### src/rtl/program_loader.sv
// program_loader: byte-stream writer for the 256 x 16 program memory.
// Frames are LEN, then LEN pairs of (hi, lo) instruction bytes, then an
// 8-bit wrap-around sum of the data bytes. The CPU stays held until a
// frame has been written and its checksum matches.
module program_loader #(
    parameter int ADDR_WIDTH = 8,
    parameter int DATA_WIDTH = 16
) (
    input  logic                  clock,
    input  logic                  reset,
    input  logic                  start,
    input  logic [7:0]            byte_in,
    input  logic                  byte_valid,
    output logic                  byte_ready,
    output logic                  mem_write_enable,
    output logic [ADDR_WIDTH-1:0] mem_address,
    output logic [DATA_WIDTH-1:0] mem_data,
    output logic                  cpu_hold,
    output logic                  busy,
    output logic                  done,
    output logic                  error,
    output logic [7:0]            words_loaded
);

    typedef enum logic [2:0] {
        S_IDLE  = 3'd0,
        S_LEN   = 3'd1,
        S_HI    = 3'd2,
        S_LO    = 3'd3,
        S_WRITE = 3'd4,
        S_CHK   = 3'd5,
        S_DONE  = 3'd6,
        S_ERR   = 3'd7
    } state_t;

    state_t                r_state;
    state_t                w_next_state;

    logic [7:0]            r_len;
    logic [7:0]            r_csum;
    logic [7:0]            r_words;
    logic [ADDR_WIDTH-1:0] r_addr;
    logic [DATA_WIDTH-1:0] r_data;

    logic                  r_byte_ready;
    logic                  r_write_enable;
    logic                  r_cpu_hold;
    logic                  r_busy;
    logic                  r_done;
    logic                  r_error;

    logic                  w_accept;
    logic [7:0]            w_words_inc;
    logic                  w_last_word;

    // Modulo-256 checksum step; carries out of bit 7 are dropped.
    function automatic logic [7:0] f_csum_add(input logic [7:0] a, input logic [7:0] b);
        logic [7:0] s;
        s = a + b;
        return s;
    endfunction

    assign w_accept    = byte_valid & r_byte_ready;
    assign w_words_inc = r_words + 8'd1;
    assign w_last_word = (w_words_inc == r_len);

    // State register.
    always_ff @(posedge clock or posedge reset) begin
        if (reset) begin
            r_state <= S_IDLE;
        end else begin
            r_state <= w_next_state;
        end
    end

    // Next-state decode; start only matters while no session is running.
    always_comb begin
        w_next_state = r_state;
        case (r_state)
            S_IDLE, S_DONE, S_ERR: begin
                if (start) begin
                    w_next_state = S_LEN;
                end else begin
                    w_next_state = r_state;
                end
            end
            S_LEN: begin
                if (w_accept) begin
                    if (byte_in == 8'd0) begin
                        w_next_state = S_ERR;
                    end else begin
                        w_next_state = S_HI;
                    end
                end else begin
                    w_next_state = S_LEN;
                end
            end
            S_HI: begin
                if (w_accept) begin
                    w_next_state = S_LO;
                end else begin
                    w_next_state = S_HI;
                end
            end
            S_LO: begin
                if (w_accept) begin
                    w_next_state = S_WRITE;
                end else begin
                    w_next_state = S_LO;
                end
            end
            S_WRITE: begin
                if (w_last_word) begin
                    w_next_state = S_CHK;
                end else begin
                    w_next_state = S_HI;
                end
            end
            S_CHK: begin
                if (w_accept) begin
                    if (byte_in == r_csum) begin
                        w_next_state = S_DONE;
                    end else begin
                        w_next_state = S_ERR;
                    end
                end else begin
                    w_next_state = S_CHK;
                end
            end
            default: begin
                w_next_state = S_IDLE;
            end
        endcase
    end

    // Datapath: length latch, word assembly, checksum, write pointer and word count.
    always_ff @(posedge clock or posedge reset) begin
        if (reset) begin
            r_len   <= 8'd0;
            r_csum  <= 8'd0;
            r_words <= 8'd0;
            r_addr  <= {ADDR_WIDTH{1'b0}};
            r_data  <= {DATA_WIDTH{1'b0}};
        end else begin
            case (r_state)
                S_IDLE, S_DONE, S_ERR: begin
                    if (start) begin
                        r_csum  <= 8'd0;
                        r_words <= 8'd0;
                        r_addr  <= {ADDR_WIDTH{1'b0}};
                    end
                end
                S_LEN: begin
                    if (w_accept) begin
                        r_len <= byte_in;
                    end
                end
                S_HI: begin
                    if (w_accept) begin
                        r_data[DATA_WIDTH-1 -: 8] <= byte_in;
                        r_csum                    <= f_csum_add(r_csum, byte_in);
                    end
                end
                S_LO: begin
                    if (w_accept) begin
                        r_data[7:0] <= byte_in;
                        r_csum      <= f_csum_add(r_csum, byte_in);
                    end
                end
                S_WRITE: begin
                    r_words <= w_words_inc;
                    // The pointer stays on the last written word once the frame is complete.
                    if (!w_last_word) begin
                        r_addr <= r_addr + ADDR_WIDTH'(1);
                    end
                end
                default: begin
                end
            endcase
        end
    end

    // Status outputs registered from the state being entered, so they track the FSM without glitches.
    always_ff @(posedge clock or posedge reset) begin
        if (reset) begin
            r_byte_ready   <= 1'b0;
            r_write_enable <= 1'b0;
            r_cpu_hold     <= 1'b1;
            r_busy         <= 1'b0;
            r_done         <= 1'b0;
            r_error        <= 1'b0;
        end else begin
            r_byte_ready   <= (w_next_state == S_LEN) || (w_next_state == S_HI) ||
                              (w_next_state == S_LO)  || (w_next_state == S_CHK);
            r_write_enable <= (w_next_state == S_WRITE);
            r_cpu_hold     <= (w_next_state != S_DONE);
            r_busy         <= (w_next_state == S_LEN) || (w_next_state == S_HI) ||
                              (w_next_state == S_LO)  || (w_next_state == S_WRITE) ||
                              (w_next_state == S_CHK);
            r_done         <= (w_next_state == S_DONE);
            r_error        <= (w_next_state == S_ERR);
        end
    end

    assign byte_ready       = r_byte_ready;
    assign mem_write_enable = r_write_enable;
    assign mem_address      = r_addr;
    assign mem_data         = r_data;
    assign cpu_hold         = r_cpu_hold;
    assign busy             = r_busy;
    assign done             = r_done;
    assign error            = r_error;
    assign words_loaded     = r_words;

endmodule

### config.mk
export PLATFORM = sky130hd
export DESIGN_NAME = program_loader
export DESIGN_NICKNAME = d
export VERILOG_FILES = /design/src/rtl/program_loader.sv
export SDC_FILE = /design/constraint.sdc
export NUM_CORES = 1
export LEC_CHECK = 0
export ABC_AREA = 1
export CAP_MARGIN = 0
export CORE_MARGIN = 2
export CORE_UTILIZATION = 40
export DETAILED_ROUTE_END_ITERATION = 16
export PLACE_DENSITY = 0.74
export REMOVE_ABC_BUFFERS = 1
export SLEW_MARGIN = 20
export SYNTH_ARGS = -nofsm -noshare
export SYNTH_HDL_FRONTEND = slang
export SYNTH_SLANG_ARGS = --single-unit
### constraint.sdc
create_clock -name clock -period 3.1 [get_ports clock]
set_input_delay 0.31 -clock clock [delete_from_list [all_inputs] [get_ports clock]]
set_output_delay 0.31 -clock clock [all_outputs]
set_load 0.05 [all_outputs]
# Word level (Yosys, flattened, before mapping)
# Cells that the tools add are included.
[op_classes]
bitwise_logic = 1
n_eq_ne = 20
n_addsub = 3
n_reduce_logical = 17
mux = 15
[ops]
columns = ["cell", "n"]
rows = [
  ["8-bit case mux with 2 select lines", 3],
  ["3-bit == test (second input constant)", 8],
  ["8-bit 2-to-1 mux", 3],
  ["3-bit 2-to-1 mux", 6],
  ["3-bit case mux with 6 select lines", 1],
  ["8-bit by 1-bit adder with 8-bit output (second input constant)", 2],
  ["8-bit == test", 2],
  ["3-bit by 2-bit == test with 1-bit output (second input constant)", 4],
  ["8-bit adder", 1],
  ["8-bit zero test", 1],
  ["2-bit AND reduction", 4],
  ["3-bit by 1-bit == test with 1-bit output (second input constant)", 2],
  ["3-bit AND reduction", 2],
  ["1-bit logical OR", 5],
  ["2-bit inequality test (second input constant)", 2],
  ["2-bit nonzero test", 2],
  ["3-bit zero test", 1],
  ["3-bit inequality test (second input constant)", 1],
  ["3-bit OR reduction", 1],
  ["1-bit 2-to-1 mux", 2],
  ["2-bit by 1-bit inequality test with 1-bit output (second input constant)", 1],
  ["2-bit OR reduction", 1],
  ["1-bit bitwise AND", 1],
]
[word_totals]
input_bits = 12
regBits = 57
elab_cells = 69
output_inout_bits = 38

# Longest topological paths before layout
[depth]
depth_word = 9
ltp_mapped = 16
ltp_nobuf = 16

# Worst setup path after synthesis
# No wires, ideal clock.
[synth_timing]
path_type = "reg-to-reg"
from = "register r_words[0] (netlist: words_loaded[0])"
to = "register r_addr[2] (netlist: mem_address[2])"
path_stages_with_launch = 14
setup_ps = 119
path_buffers = 1
path_slack_ps = 909
period_less_slack_ps = 2191
t_required_ps = 2981
arrival_time_ps = 2071
cell_sequence = "dfrtp_1 -> ha_1 -> nand3_1 -> nor2_1 -> nand2_1 -> nand3_1 -> inv_1 -> nor2_2 -> nand4_2 -> nand2_2 -> inv_2 -> buf_6 -> nand3_1 -> o21ai_2"
[synth_between]
elab_chain_cells = 4
[synth_lines]
columns = ["element", "line_no", "text"]
rows = [
  ["start: declaration", "41", "logic [7:0] r_words;"],
  ["start signal: assignment", "171", "r_words <= w_words_inc;"],
  ["8-bit by 1-bit adder with 8-bit output", "64", "assign w_words_inc = r_words + 8'd1;"],
  ["8-bit == test", "65", "assign w_last_word = (w_words_inc == r_len);"],
  ["2-bit inequality test (no line)", "n/a", ""],
  ["3-bit AND reduction (no line)", "n/a", ""],
  ["end signal: assignment", "142", "r_addr <= {ADDR_WIDTH{1'b0}};"],
  ["end signal: assignment", "150", "r_addr <= {ADDR_WIDTH{1'b0}};"],
  ["end signal: assignment", "174", "r_addr <= r_addr + ADDR_WIDTH'(1);"],
  ["end: declaration", "42", "logic [ADDR_WIDTH-1:0] r_addr;"],
]
# Every way passes these cells.
# A chain may end at the register's enable or synchronous reset.

# Worst setup path after layout
[layout_timing]
from = "register r_words[0] (netlist: words_loaded[0])"
to = "register r_busy (netlist: busy)"
[layout_between]
elab_chain_cells = 9
word_cells_on_any_way = 13
cone_classes = "add/sub (1); eq/ne (6); mux (2); reduce/logical (4)"
[layout_lines]
columns = ["element", "line_no", "text"]
rows = [
  ["8-bit by 1-bit adder with 8-bit output *", "64", ""],
  ["8-bit == test *", "65", ""],
  ["3-bit 2-to-1 mux *", "113", "if (w_last_word) begin"],
  ["3-bit case mux with 6 select lines *", "79", "case (r_state)"],
  ["3-bit by 1-bit == test with 1-bit output / 3-bit by 2-bit == test with 1-bit output (equally long branches)", "197", "r_busy <= (w_next_state == S_LEN) || (w_next_state == S_HI) ||"],
  ["1-bit logical OR (2 in a row)", "197", ""],
  ["1-bit logical OR", "198", "(w_next_state == S_LO) || (w_next_state == S_WRITE) ||"],
  ["1-bit logical OR *", "198", ""],
  ["end signal: assignment", "197", ""],
  ["end: declaration", "48", "logic r_busy;"],
]
# Every way passes the cells marked *; elsewhere a longest branch is shown, timed or not.

==> metrics <==
Reg clk slew, reported paths 0.08 ns; # resized after CTS 0; Synth area leader dfrtp_1; Design Power 3800 uW; DIE AREA 8480 um^2; Placed Area 3730 um^2; min cycle time layout 2.13 ns; diode count 0; Rel. slew slack 0.375; largest net degree at the start of global routing 46; CTS buffer count 9; sequential cell area fraction in the yosys report 0.460; H-tree levels 3; main area contributors after synthesis dfrtp_1, nand2_1, inv_1; Area Overhead vs Synth 26.7%; Ports 50; DRC viols 0; Synth top area share 0.451; synthesized area per cell 7.90 um^2; fin area 3940 um^2; CTS tree yes; Final setup violation count 0; PwrDens 966 nW/um^2; Slew Viols, Final 0; WP data required 3.32 ns; Die Span Y 92.1 um; total track usage 0.181; unrepaired setup endpoints after global routing false; clock skew 0.00994 ns; post-synthesis cell type count 36; pre-CTS setup slack 0.787 ns; antenna violations before repair 0; post-route clock period utilization 0.686; Synth Cell Area 3110 um^2; Worst EP arrival 2.35 ns; Critical Path Sink Type flip-flop; worst-path fanout max 5; MaxCap Viol Count 0; first-pass GRT wire length 12.1 mm; crit path kind flip-flop to flip-flop; num rows 32; antenna viol nets, final 0; fmax 470 MHz; vias per cell 4.89; remaining global-route overflow 0; # Post-CTS Setup Buffers 0; Post-Synthesis Cells 393; Nets 475; via count 2736; Initial Util 0.408; Hold Crit Class flip-flop to flip-flop; Pleak 0.00186 uW; vias in the first global route 2697; core outline area 7610 um^2; hold_buf cts 0; Sink Count 57; CTS Root Cell clkbuf_8; worst-skew pair later-pin latency 0.34 ns; #FFs+latches synth 57; Final Hold Viols 0; fraction of layout cells with a size suffix above 1 0.109; DR WL/cell 12.7 um; setup ws final 0.972 ns; Pre-Repair DR Iteration Count 4; hold slack 0.493 ns; peak supply drop 0.580 mV; setup_tns 0 ns; Detailed Place HPWL 5.46 mm; status complete, no violations; critical path startpoint category flip-flop; DRT iter0 DRCs 84; Yosys warnings 0; GPL Wtd Cong 0.889; slew at the pin closest to its max-slew limit 0.936 ns; Detailed Route WL 7.14 mm; Port Buffer Count 49; Die Wd 92.1 um; Max clock buf depth 2
-- flip-flops by register name, summed over array words and instances (netlist names) --
signal	count
r_csum	8
byte_ready	1
busy	1
error	1
words_loaded	8
mem_write_enable	1
mem_address	8
r_state	3
done	1
mem_data	16
cpu_hold	1
r_len	8
-- cells by family (layout without fill, tap and decap cells) --
logic type	Yosys count	count (layout)	synth area share
AO/OA/AOI/OAI	65	65	0.119
XOR/XNOR	9	9	0.0254
adder cells (fa/ha/maj)	10	10	0.0427
buffers and inverters	69	134	0.0866
flip-flops	57	57	0.460
AND/OR/NAND/NOR	183	183	0.266
-- critical path: stages, from the launching register on --
cell,delay (ns)
dfrtp_1,0.45
ha_1,0.24
nand2_1,0.11
nor2_2,0.15
nand2_1,0.09
nand3b_1,0.08
nand3_1,0.13
nor2_2,0.19
nand3_2,0.09
nand2_2,0.10
nand2_1,0.07
nor2_2,0.12
nand2_1,0.07
nand2_1,0.07
nand2_1,0.05
-- cell usage after synthesis --
library cell	count
fa_1	1
nor2_2	8
a31oi_1	1
nand4_2	1
o22ai_1	2
o21ai_2	5
clkbuf_1	2
dfstp_2	1
o21ai_0	33
a21o_1	1
xor2_1	7
inv_1	62
nand2_1	90
buf_6	1
nand2_2	4
o311ai_0	1
nor2_1	33
ha_1	9
a21oi_1	16
a211oi_1	1
nand4_1	7
nor4_1	2
or2_2	2
nand3_1	27
dfrtp_1	56
nor2_4	1
nand3b_1	1
nand3_2	4
xnor2_1	2
o31ai_1	1
o21bai_1	2
nor3_1	3
a22o_1	1
o21a_1	1
inv_2	2
buf_2	2
-- per-stage QoR --
step                      std cells  utilization
final                           560        0.517
after global routing            560        0.517
after CTS                       560        0.517
after detailed placement        544        0.491
after global placement          544        0.491
after floorplan                 388            -
-- where the power goes --
group | internal, uW | leakage [uW] | total (uW) | switching (uW)
Clock | 377 | 0.0000925 | 718 | 341
Combinational | 623 | 0.00105 | 1920 | 1300
Sequential | 1000 | 0.000723 | 1160 | 161
-- cell type report --
cell class              instances  area, um^2
multi-input cells             267        1410
fillers                       726        3670
well taps                     102         128
clock buffers                   9         124
inverters                      64         240
flip-flops and latches         57        1430
clock inverters                 7        78.8
repair buffers                 54         528
-- placed cells by master, fill, tap and decap left out, types with 8 or more instances in the layout --
master | synthesis | final
nand2_1 | 90 | 90
inv_1 | 62 | 61
dfrtp_1 | 56 | 56
clkdlybuf4s50_1 | 0 | 49
nor2_1 | 33 | 33
o21ai_0 | 33 | 33
nand3_1 | 27 | 27
a21oi_1 | 16 | 16
ha_1 | 9 | 9
clkbuf_8 | 0 | 9
nor2_2 | 8 | 8
-- final timing paths --
path | start | to | slack [ns] | depth (start not counted)
max in group asynchronous | reset | r_len[4]$_DFFE_PP0P_ | 1.92 | 3
worst min-delay path | mem_data[10]$_DFFE_PP0P_ | mem_data[10]$_DFFE_PP0P_ | 0.49 | 2
worst min register to register | mem_data[10]$_DFFE_PP0P_ | mem_data[10]$_DFFE_PP0P_ | 0.49 | 2
worst max-delay path | words_loaded[0]$_DFFE_PP0P_ | busy$_DFF_PP0_ | 0.97 | 14
worst max register to register | words_loaded[0]$_DFFE_PP0P_ | busy$_DFF_PP0_ | 0.97 | 14
min in group asynchronous | reset | r_csum[5]$_DFFE_PP0P_ | 0.50 | 2
-- metal layers --
| metal | share of wire | track usage |
|---|---|---|
| met5 | 0 | 0 |
| met4 | 0.017 | 0.0709 |
| met3 | 0.034 | 0.0419 |
| met2 | 0.48 | 0.299 |
| met1 | 0.47 | 0.229 |
Power figures use the tool's default switching activity.
